===== src/rtl/tx_udp.sv =====
// UDP transmit framer: emits an 8-byte UDP header then a payload stream pulled
// from a synchronous-read buffer. Checksum is sent as zero.
module tx_udp #(
  parameter int OCT     = 8,
  parameter int MAX_LEN = 1472
) (
  input  logic            RX_CLK,
  input  logic            rst,
  input  logic            func_en,
  input  logic            tx_start,
  input  logic [15:0]     tx_src_port,
  input  logic [15:0]     tx_dst_port,
  input  logic [15:0]     tx_len,
  output logic            tx_busy,
  output logic            tx_err,
  output logic            tx_payload_rd,
  input  logic [OCT-1:0]  tx_payload,
  output logic [15:0]     tx_udp_len,
  output logic            tx_udp_data_v,
  output logic [OCT-1:0]  tx_udp_data,
  output logic            tx_udp_done
);

  // state | meaning
  // IDLE  | waiting for an accepted request
  // HDR   | header bytes 0..7
  // DATA  | payload bytes 0..len-1
  // DONE  | one-cycle completion pulse
  typedef enum logic [1:0] {IDLE, HDR, DATA, DONE} state_t;

  state_t         state_q, state_d;
  logic [15:0]    cnt_q, cnt_d;
  logic [15:0]    src_q, dst_q, len_q;
  logic [OCT-1:0] pay_q, last_q, hdr_byte;
  logic           err_q;
  logic           req, accept, reject;

  assign req    = (state_q == IDLE) && tx_start && func_en;
  assign accept = req && (tx_len <= 16'(MAX_LEN));
  assign reject = req && (tx_len >  16'(MAX_LEN));

  always_comb begin
    state_d = state_q;
    cnt_d   = cnt_q;
    case (state_q)
      IDLE: if (accept) begin
        state_d = HDR;
        cnt_d   = '0;
      end
      HDR: begin
        cnt_d = cnt_q + 16'd1;
        if (cnt_q == 16'd7) begin
          cnt_d   = '0;
          state_d = (len_q == 16'd0) ? DONE : DATA;
        end
      end
      DATA: begin
        cnt_d = cnt_q + 16'd1;
        if (cnt_q == len_q - 16'd1) begin
          cnt_d   = '0;
          state_d = DONE;
        end
      end
      DONE: state_d = IDLE;
      default: state_d = IDLE;
    endcase
  end

  always_ff @(posedge RX_CLK) begin
    if (rst) begin
      state_q    <= IDLE;
      cnt_q      <= '0;
      src_q      <= '0;
      dst_q      <= '0;
      len_q      <= '0;
      tx_udp_len <= '0;
      err_q      <= 1'b0;
      pay_q      <= '0;
      last_q     <= '0;
    end else begin
      state_q <= state_d;
      cnt_q   <= cnt_d;
      err_q   <= reject;
      pay_q   <= tx_payload;
      if (tx_udp_data_v) last_q <= tx_udp_data;
      if (accept) begin
        src_q      <= tx_src_port;
        dst_q      <= tx_dst_port;
        len_q      <= tx_len;
        tx_udp_len <= tx_len + 16'd8;
      end
    end
  end

  always_comb begin
    case (cnt_q[2:0])
      3'd0:    hdr_byte = src_q[15:8];
      3'd1:    hdr_byte = src_q[7:0];
      3'd2:    hdr_byte = dst_q[15:8];
      3'd3:    hdr_byte = dst_q[7:0];
      3'd4:    hdr_byte = tx_udp_len[15:8];
      3'd5:    hdr_byte = tx_udp_len[7:0];
      default: hdr_byte = '0;
    endcase
  end

  // Reads run two cycles ahead of the output: buffer latency plus pay_q.
  always_comb begin
    tx_payload_rd = 1'b0;
    if (state_q == HDR)
      tx_payload_rd = (cnt_q[2:0] == 3'd6 && len_q > 16'd0) ||
                      (cnt_q[2:0] == 3'd7 && len_q > 16'd1);
    else if (state_q == DATA)
      tx_payload_rd = ({1'b0, cnt_q} + 17'd2) < {1'b0, len_q};
  end

  assign tx_busy       = (state_q == HDR) || (state_q == DATA);
  assign tx_udp_data_v = tx_busy;
  assign tx_udp_done   = (state_q == DONE);
  assign tx_err        = err_q;
  assign tx_udp_data   = (state_q == HDR)  ? hdr_byte :
                         (state_q == DATA) ? pay_q    : last_q;

endmodule


===== config.mk =====
export PLATFORM = sky130hd
export DESIGN_NAME = tx_udp
export DESIGN_NICKNAME = d
export VERILOG_FILES = /design/src/rtl/tx_udp.sv
export SDC_FILE = /design/constraint.sdc
export NUM_CORES = 1
export LEC_CHECK = 0
export CAP_MARGIN = 10
export CORE_ASPECT_RATIO = 1.75
export CORE_UTILIZATION = 46
export CTS_CLUSTER_DIAMETER = 60
export DETAILED_ROUTE_END_ITERATION = 7
export GPL_TIMING_DRIVEN = 1
export HOLD_SLACK_MARGIN = 0.02
export PLACE_DENSITY = 0.7
export SKIP_CTS_REPAIR_TIMING = 1
export SYNTH_ARGS = -nofsm -noshare
export SYNTH_HDL_FRONTEND = slang
export SYNTH_SLANG_ARGS = --single-unit

===== constraint.sdc =====
create_clock -name RX_CLK -period 5.5 [get_ports RX_CLK]
set_input_delay 1.1 -clock RX_CLK [delete_from_list [all_inputs] [get_ports RX_CLK]]
set_output_delay 1.1 -clock RX_CLK [all_outputs]
set_load 0.05 [all_outputs]

# == Word-level counts from Yosys, hierarchy flattened ==
# Index checks and enable logic that the tools add are counted.
# op_classes
add_sub_neg,4
mul,0
div_mod_pow,0
magnitude_cmp,5
eq_ne,15
shift,0
mux,14
bitwise_logic,0
reduce_logical,14
# ops
op,n
$mux 16,3
$pmux 16 s3,1
$pmux 8 s6,1
$gt 16x1->1 const B,2
$add 16x2->17 const B,1
$lt 17x16->1,1
$add 16x1->16 const B,1
$add 16x4->16 const B,1
$eq 16x16->1,1
$eq 16x3->1 const B,1
$gt 16x11->1 const B,1
$le 16x11->1 const B,1
$logic_not 16->1,1
$mux 8,2
$sub 16x1->16 const B,1
$eq 3x3->1 const B,4
$pmux 2 s4,1
$eq 3x2->1 const B,2
$logic_and 1x1->1,6
$mux 2,3
$ne 2x2->1 const B,3
$eq 2x2->1 const B,2
$eq 3x1->1 const B,1
$logic_not 3->1,1
other kinds (7),10
# word_totals
regBits,99
latchBits,0
mem_bits_rw,0
rom_bits,0
inputBits,60
output_inout_bits,29
memories,0

# == Logic depth before layout (Yosys ltp) ==
# Gate-level depths: netlist of run 1.
# depth
word_depth,6
ltp_mapped,13
ltp_nobuf,13

# == Worst setup path after synthesis of run 1 ==
# No wires, ideal clock.
# synth_path
path_type,register -> output
startpoint,reg cnt_q[1]
endpoint,out tx_payload_rd
t_arrival_ns,3.382
t_required_ns,4.400
slack_ns,1.018
path_stages_with_launch,12
n_path_buf,0
cell_sequence,dfxtp_1 -> ha_1 -> and3_1 -> and3_1 -> and3_1 -> and3_1 -> xnor2_1 -> inv_1 -> ha_1 -> o21ai_0 -> and4b_1 -> o31ai_1
# synth_via
elab_chain_len,4
# synth_rtl
element,line_no,source
start: declaration,32,"logic [15:0] cnt_q, cnt_d;"
start signal: assignment,82,cnt_q <= cnt_d;
$add 16x2->17 (tied with other cells),114,"tx_payload_rd = ({1'b0, cnt_q} + 17'd2) < {1'b0, len_q};"
$lt 17x16->1 (tied with other cells),114,
$mux 1 / $logic_or 1x1->1 (equally long branches),"113, 111",
$mux 1 (*),110,if (state_q == HDR)
end: declaration,16,"output logic tx_payload_rd,"
# Mark *: on every way between the ends. The rest lies on a longest branch, timed or not.

# == Final worst setup path of run 1 ==
# Ends and elaborated chain as after synthesis.

==> out/metrics.csv, run 1 <==
metric;value;unit
netlist_area;0.00544;mm^2
crit_path_frequent_cell;and3_1;
ant_nets;0;
peakVddDrop;0.000147;V
critical_path.cell_chain;ha_1, and3_1, and3_1, and3_1, and3_1, xnor2_1, inv_1, ha_1, o21ai_0, and4b_1, o31ai_1, clkdlybuf4s50_1;
grt_use_total;0.254;
grt_antenna_before_repair;0;
clock_path_buffers;2;
fin_skew;0.00667;ns
startpoint_type;flip-flop;
setup_viol;0;
synth_ff_type;dfxtp_1;
cts_htree_levels;3;
grt_pass1_wl;24200;um
drt_iter0_markers;278;
finalCriticalPeriod;4.93;ns
cts_buffers;9;
ios;89;
drc;0;
crit_buf_inv;2;
cp-startpoint;cnt_q[1];
floorplan.core_area;0.0115;mm^2
clkTransAtPathRegs;0.07;ns
rsz0062_at_grt;false;
drv_slew;0;
cp_slowest_stage_delay;0.83;ns
drive_above_1_share;0.0568;
dieArea;0.0123;mm^2
grt_pass1_vias;5018;
first_pass_iters;5;
hold_class;reg2reg;
wl_per_cell;17.3;um
endpoint_kind;output pin;
power_density;255;mW/mm^2
cts_tree;done;
yosysTopAreaCellShare;0.353;
synth.distinct_cells;63;
synth_nets;773;
root_buffer;clkbuf_16;
crit_type;reg2out;
syn2layout_area_growth;21.7;%
drv_cap;0;
die_w;84.2;um
yosysSeqAreaShare;0.353;
worstMarginPinSlew;1.03;ns
via_per_inst;5.77;
cts.sinks;96;
async_flop_share;0;
crit_fanout;7;
die_h;146;um
crit_required;4.40;ns
slowest_stage;clkdlybuf4s50_1;
grt_max_degree;78;
setup-tns-final;0;ns
final_nets;826;
grt_overflow_total;0;
vias;5042;
relSlewSlack;0.314;
crit_arrival;3.83;ns
synth_top_area_cell;dfxtp_1;
dp_cells;858;
avgSynthCellArea;7.99;um^2
wl;15100;um
synthCells;681;
synth_area_leaders;dfxtp_1 35%, nand2_1 7.8%, ha_1 7.4%, a21oi_1 5.3%, xnor2_1 3.2%;
dpl.hpwl;11300;um
clock.fmax;203;MHz
crit_family;simple AND/OR/NAND/NOR gates;
hold_viol_final;0;
fin_cells;874;
hp-start;dst_q[4];
synth_edf_count;0;
n_antenna_cell;0;
initial_core_util;0.473;
r2r_start;state_q[1];
status;completed;
rows;52;
ys_seq_elements;96;
leakage;0.00243;uW
yosysWarnings;0;
place_congestion;0.938;
period_share;0.896;
clk_latency;0.36;ns
portBuffers;88;
cell usage in the layout (no fill, tap or decap), drive strengths merged, types with 9 or more instances in the layout:
cell type and count:
a21oi 59, xor2 18, clkdlybuf4s50 87, clkbuf 9, dfxtp 96, inv 33, and3 12, mux2i 11
a211oi 20, nor2b 20, o21ai 16, nor3 11, nor2 42, xnor2 20, ha 32, nand2 116
nand3 28, a31oi 9
routing by layer:
metal	global-route usage	up-vias	wire length (um)
met1	0.254	2362	5570
met2	0.458	144	8030
met3	0.0420	56	540
li1	-	2480	-
met4	0.199	0	999
met5	0	-	0
cell type report:
| cell class | count | area [um^2] |
|---|---|---|
| inverter | 30 | 113 |
| tap | 135 | 169 |
| multi-input combinational | 504 | 3200 |
| timing repair buffer | 93 | 913 |
| clock buffer | 9 | 225 |
| fill | 1066 | 4890 |
| sequential | 96 | 1920 |
| clock inverter | 7 | 85.1 |
tightest hold or removal path, delay by kind of cell (launching register included):
family	cells	cell delay, ns
DFF	1	0.31
and+or+nand+nor	1	0.05
AOI/OAI and AO/OA	1	0.05
metrics by stage:
| step | hold WS (ns) | setup WS [ns] | instance area (um^2) | total power, uW | util |
|---|---|---|---|---|---|
| 2_1_floorplan | 0.434 | 1.02 | 5440 | 931 | - |
| 3_3_place_gp | 0.443 | 1.09 | 6310 | 1050 | 0.548 |
| 3_5_place_dp | 0.447 | 0.959 | 6310 | 1050 | 0.548 |
| 4_1_cts | 0.456 | 0.573 | 6630 | 1700 | 0.575 |
| 5_1_grt | 0.475 | 0.300 | 6630 | 1760 | 0.575 |
| 6_report | 0.456 | 0.572 | 6630 | 1690 | 0.575 |
power by group:
group          internal, uW  switching [uW]  total [uW]  leakage [uW]
Sequential              704            5.99         710      0.000775
Combinational           124             201         325       0.00150
Clock                   361             294         655      0.000146
Total                  1190             501        1690       0.00243
worst paths after layout:
| path | cells after the start | slack (ns) | endpoint |
|---|---|---|---|
| max | 12 | 0.57 | tx_payload_rd |
| min | 2 | 0.46 | dst_q[4] |
| max reg2reg | 9 | 2.37 | cnt_q[10] |
| min reg2reg | 2 | 0.46 | dst_q[4] |
Yosys cell counts, drive strengths merged (12+ instances only):
cell / n
a211oi: 20
a21oi: 59
and3: 12
clkbuf: 41
dfxtp: 96
ha: 32
inv: 30
nand2: 116
nand3: 28
nor2: 42
nor2b: 20
o21ai: 16
xnor2: 20
xor2: 18
flip-flops by register name (all words and copies together) (netlist names):
| name | cells |
|---|---|
| tx_err | 1 |
| len_q | 13 |
| cnt_q | 16 |
| tx_udp_len | 16 |
| state_q | 2 |
| pay_q | 8 |
| src_q | 16 |
| last_q | 8 |
| dst_q | 16 |
cells by family (layout without fill, tap and decap cells):
group           after synthesis  in the layout  share of synthesized area
compound gates              154            154                      0.187
simple gates                262            262                      0.229
mux                          18             18                     0.0354
flops                        96             96                      0.353
xor+xnor                     38             38                     0.0611
buf+inv                      81            139                     0.0609
fa+ha+maj                    32             32                     0.0735
Power figures use the tool's default switching activity.
==> run 2: changes to the inputs <==
--- a/config.mk
+++ b/config.mk
@@ -7,12 +7,11 @@
 export LEC_CHECK = 0
 export CAP_MARGIN = 10
 export CORE_ASPECT_RATIO = 1.75
-export CORE_UTILIZATION = 46
+export CORE_UTILIZATION = 30
 export CTS_CLUSTER_DIAMETER = 60
 export DETAILED_ROUTE_END_ITERATION = 7
 export GPL_TIMING_DRIVEN = 1
 export HOLD_SLACK_MARGIN = 0.02
-export PLACE_DENSITY = 0.7
 export SKIP_CTS_REPAIR_TIMING = 1
 export SYNTH_ARGS = -nofsm -noshare
 export SYNTH_HDL_FRONTEND = slang
==> out/metrics.csv, run 2 (same netlist as run 1, synthesis figures left out) <==
metric;value;unit;change
power_density;248;mW/mm^2;-2.9%
crit_arrival;3.36;ns;-0.47 ns
die_h;180;um;+24%
startpoint_type;flip-flop;;
p_int;1160;uW;-2.6%
portBuffers;88;;unchanged
fin_cells;970;;+11%
hold_class;reg2reg;;
clkTransAtPathRegs;0.07;ns;about the same
pwr-share-seq;0.425;;+0.005
clk_latency;0.35;ns;about the same
grt_use_total;0.170;;-0.0840
p_sw_frac;0.307;;+0.0102
mostFrequentLayoutCells;113 x nand2_1, 96 x dfxtp_1, 86 x clkdlybuf4s50_1, 58 x a21oi_1, 41 x nor2_1;;
status;completed;;
hold_viol_final;0;;unchanged
ios;89;;unchanged
finalCriticalPeriod;4.46;ns;-0.463 ns
initial_core_util;0.309;;-0.164
drv_slew;0;;unchanged
grt_pass1_wl;25200;um;+3.9%
wl_per_cell;16.2;um;-6.5%
drt_iter0_markers;315;;+13%
peakVddDrop;0.000130;V;-11%
clkPwrFrac;0.378;;-0.010
wl;15700;um;+3.7%
vias;4892;;-3.0%
syn2layout_area_growth;23.9;%;
fin_skew;0.0109;ns;+0.00422 ns
grt_overflow_total;0;;unchanged
cts_buffers;9;;unchanged
via_per_inst;5.04;;-13%
final_nets;826;;unchanged
rows;64;;+23%
floorplan.core_area;0.0176;mm^2;+53%
n_antenna_cell;0;;unchanged
layout_commonest_cell;nand2_1;;
cts.sinks;96;;unchanged
switchingPower;512;uW;+2.3%
grt_pass1_vias;4861;;-3.1%
postLayoutCoreUtil;0.383;;-0.192
grt_antenna_before_repair;0;;unchanged
leakage;0.00243;uW;+0.13%
dp_cells;954;;+11%
die_w;104;um;+23%
cts_tree;done;;
cts_htree_levels;3;;unchanged
worstMarginPinSlew;1.16;ns;+0.132 ns
setup-tns-final;0;ns;unchanged
crit_type;reg2out;;
clock_path_buffers;2;;unchanged
grt_max_degree;78;;unchanged
dp_slack;1.39;ns;+0.429 ns
period_share;0.812;;-0.0842
ant_nets;0;;unchanged
drv_cap;0;;unchanged
crit_fanout;28;;+21
first_pass_iters;6;;+1
crit_required;4.40;ns;about the same
dieArea;0.0187;mm^2;+52%
place_congestion;0.840;;-11%
root_buffer;clkbuf_16;;
dpl.hpwl;12000;um;+6.3%
fin_ws;1.04;ns;+0.463 ns
endpoint_kind;output pin;;
rsz0062_at_grt;false;;
p_comb_frac;0.197;;+0.005
drive_above_1_share;0.0582;;+0.00135
setup_viol;0;;unchanged
total_power;1670;uW;-1.1%
drc;0;;unchanged
clock.fmax;224;MHz;+10%
relSlewSlack;0.226;;-0.0881
-- run 2: metal layers --
| metal | wire length [um] | share of wire | up-vias | global-route usage |
|---|---|---|---|---|
| met3 | 416 | 0.026 | 33 | 0.0184 |
| met2 | 8650 | 0.55 | 124 | 0.320 |
| met1 | 5760 | 0.37 | 2260 | 0.171 |
| met4 | 883 | 0.056 | 0 | 0.120 |
| met5 | 0 | 0 | - | 0 |
| li1 | - | - | 2475 | - |
-- run 2: metrics by stage --
stage,area [um^2],hold slack [ns]
3_5_place_dp,6440,0.446
4_1_cts,6750,0.458
6_report,6750,0.459
5_1_grt,6750,0.471
3_3_place_gp,6440,0.444
2_1_floorplan,5440,0.434
-- run 2: worst paths after layout --
path	startpoint	end	slack [ns]	depth (start not counted)
worst max register to register	state_q[1]	cnt_q[10]	2.40	9
worst min register to register	dst_q[3]	dst_q[3]	0.46	2
worst max-delay path	cnt_q[2]	tx_payload_rd	1.04	13
worst min-delay path	dst_q[3]	dst_q[3]	0.46	2
-- run 2: critical path, stage by stage (launching register included) --
cell	delay, ns
dfxtp_1	0.31
buf_4	0.28
ha_1	0.26
and3_1	0.24
and3_1	0.24
and3_1	0.26
and3_1	0.19
xnor2_1	0.14
inv_1	0.06
ha_1	0.26
o21ai_0	0.10
and4b_1	0.22
o31ai_1	0.23
buf_4	0.24
-- run 2: final cells by class --
class	count	area, um^2
fill	1890	10900
timing repair buffer	93	923
tap	231	289
clock inverter	6	61.3
clock buffer	10	239
multi-input combinational	504	3200
sequential	96	1920
inverter	30	113
-- run 2: power groups by stage --
stage	Combinational [uW]	Sequential (uW)	Clock, uW
6_report	329	709	632
5_1_grt	352	711	674
4_1_cts	332	710	647
3_5_place_dp	331	726	0
3_3_place_gp	332	726	0
2_1_floorplan	204	727	0
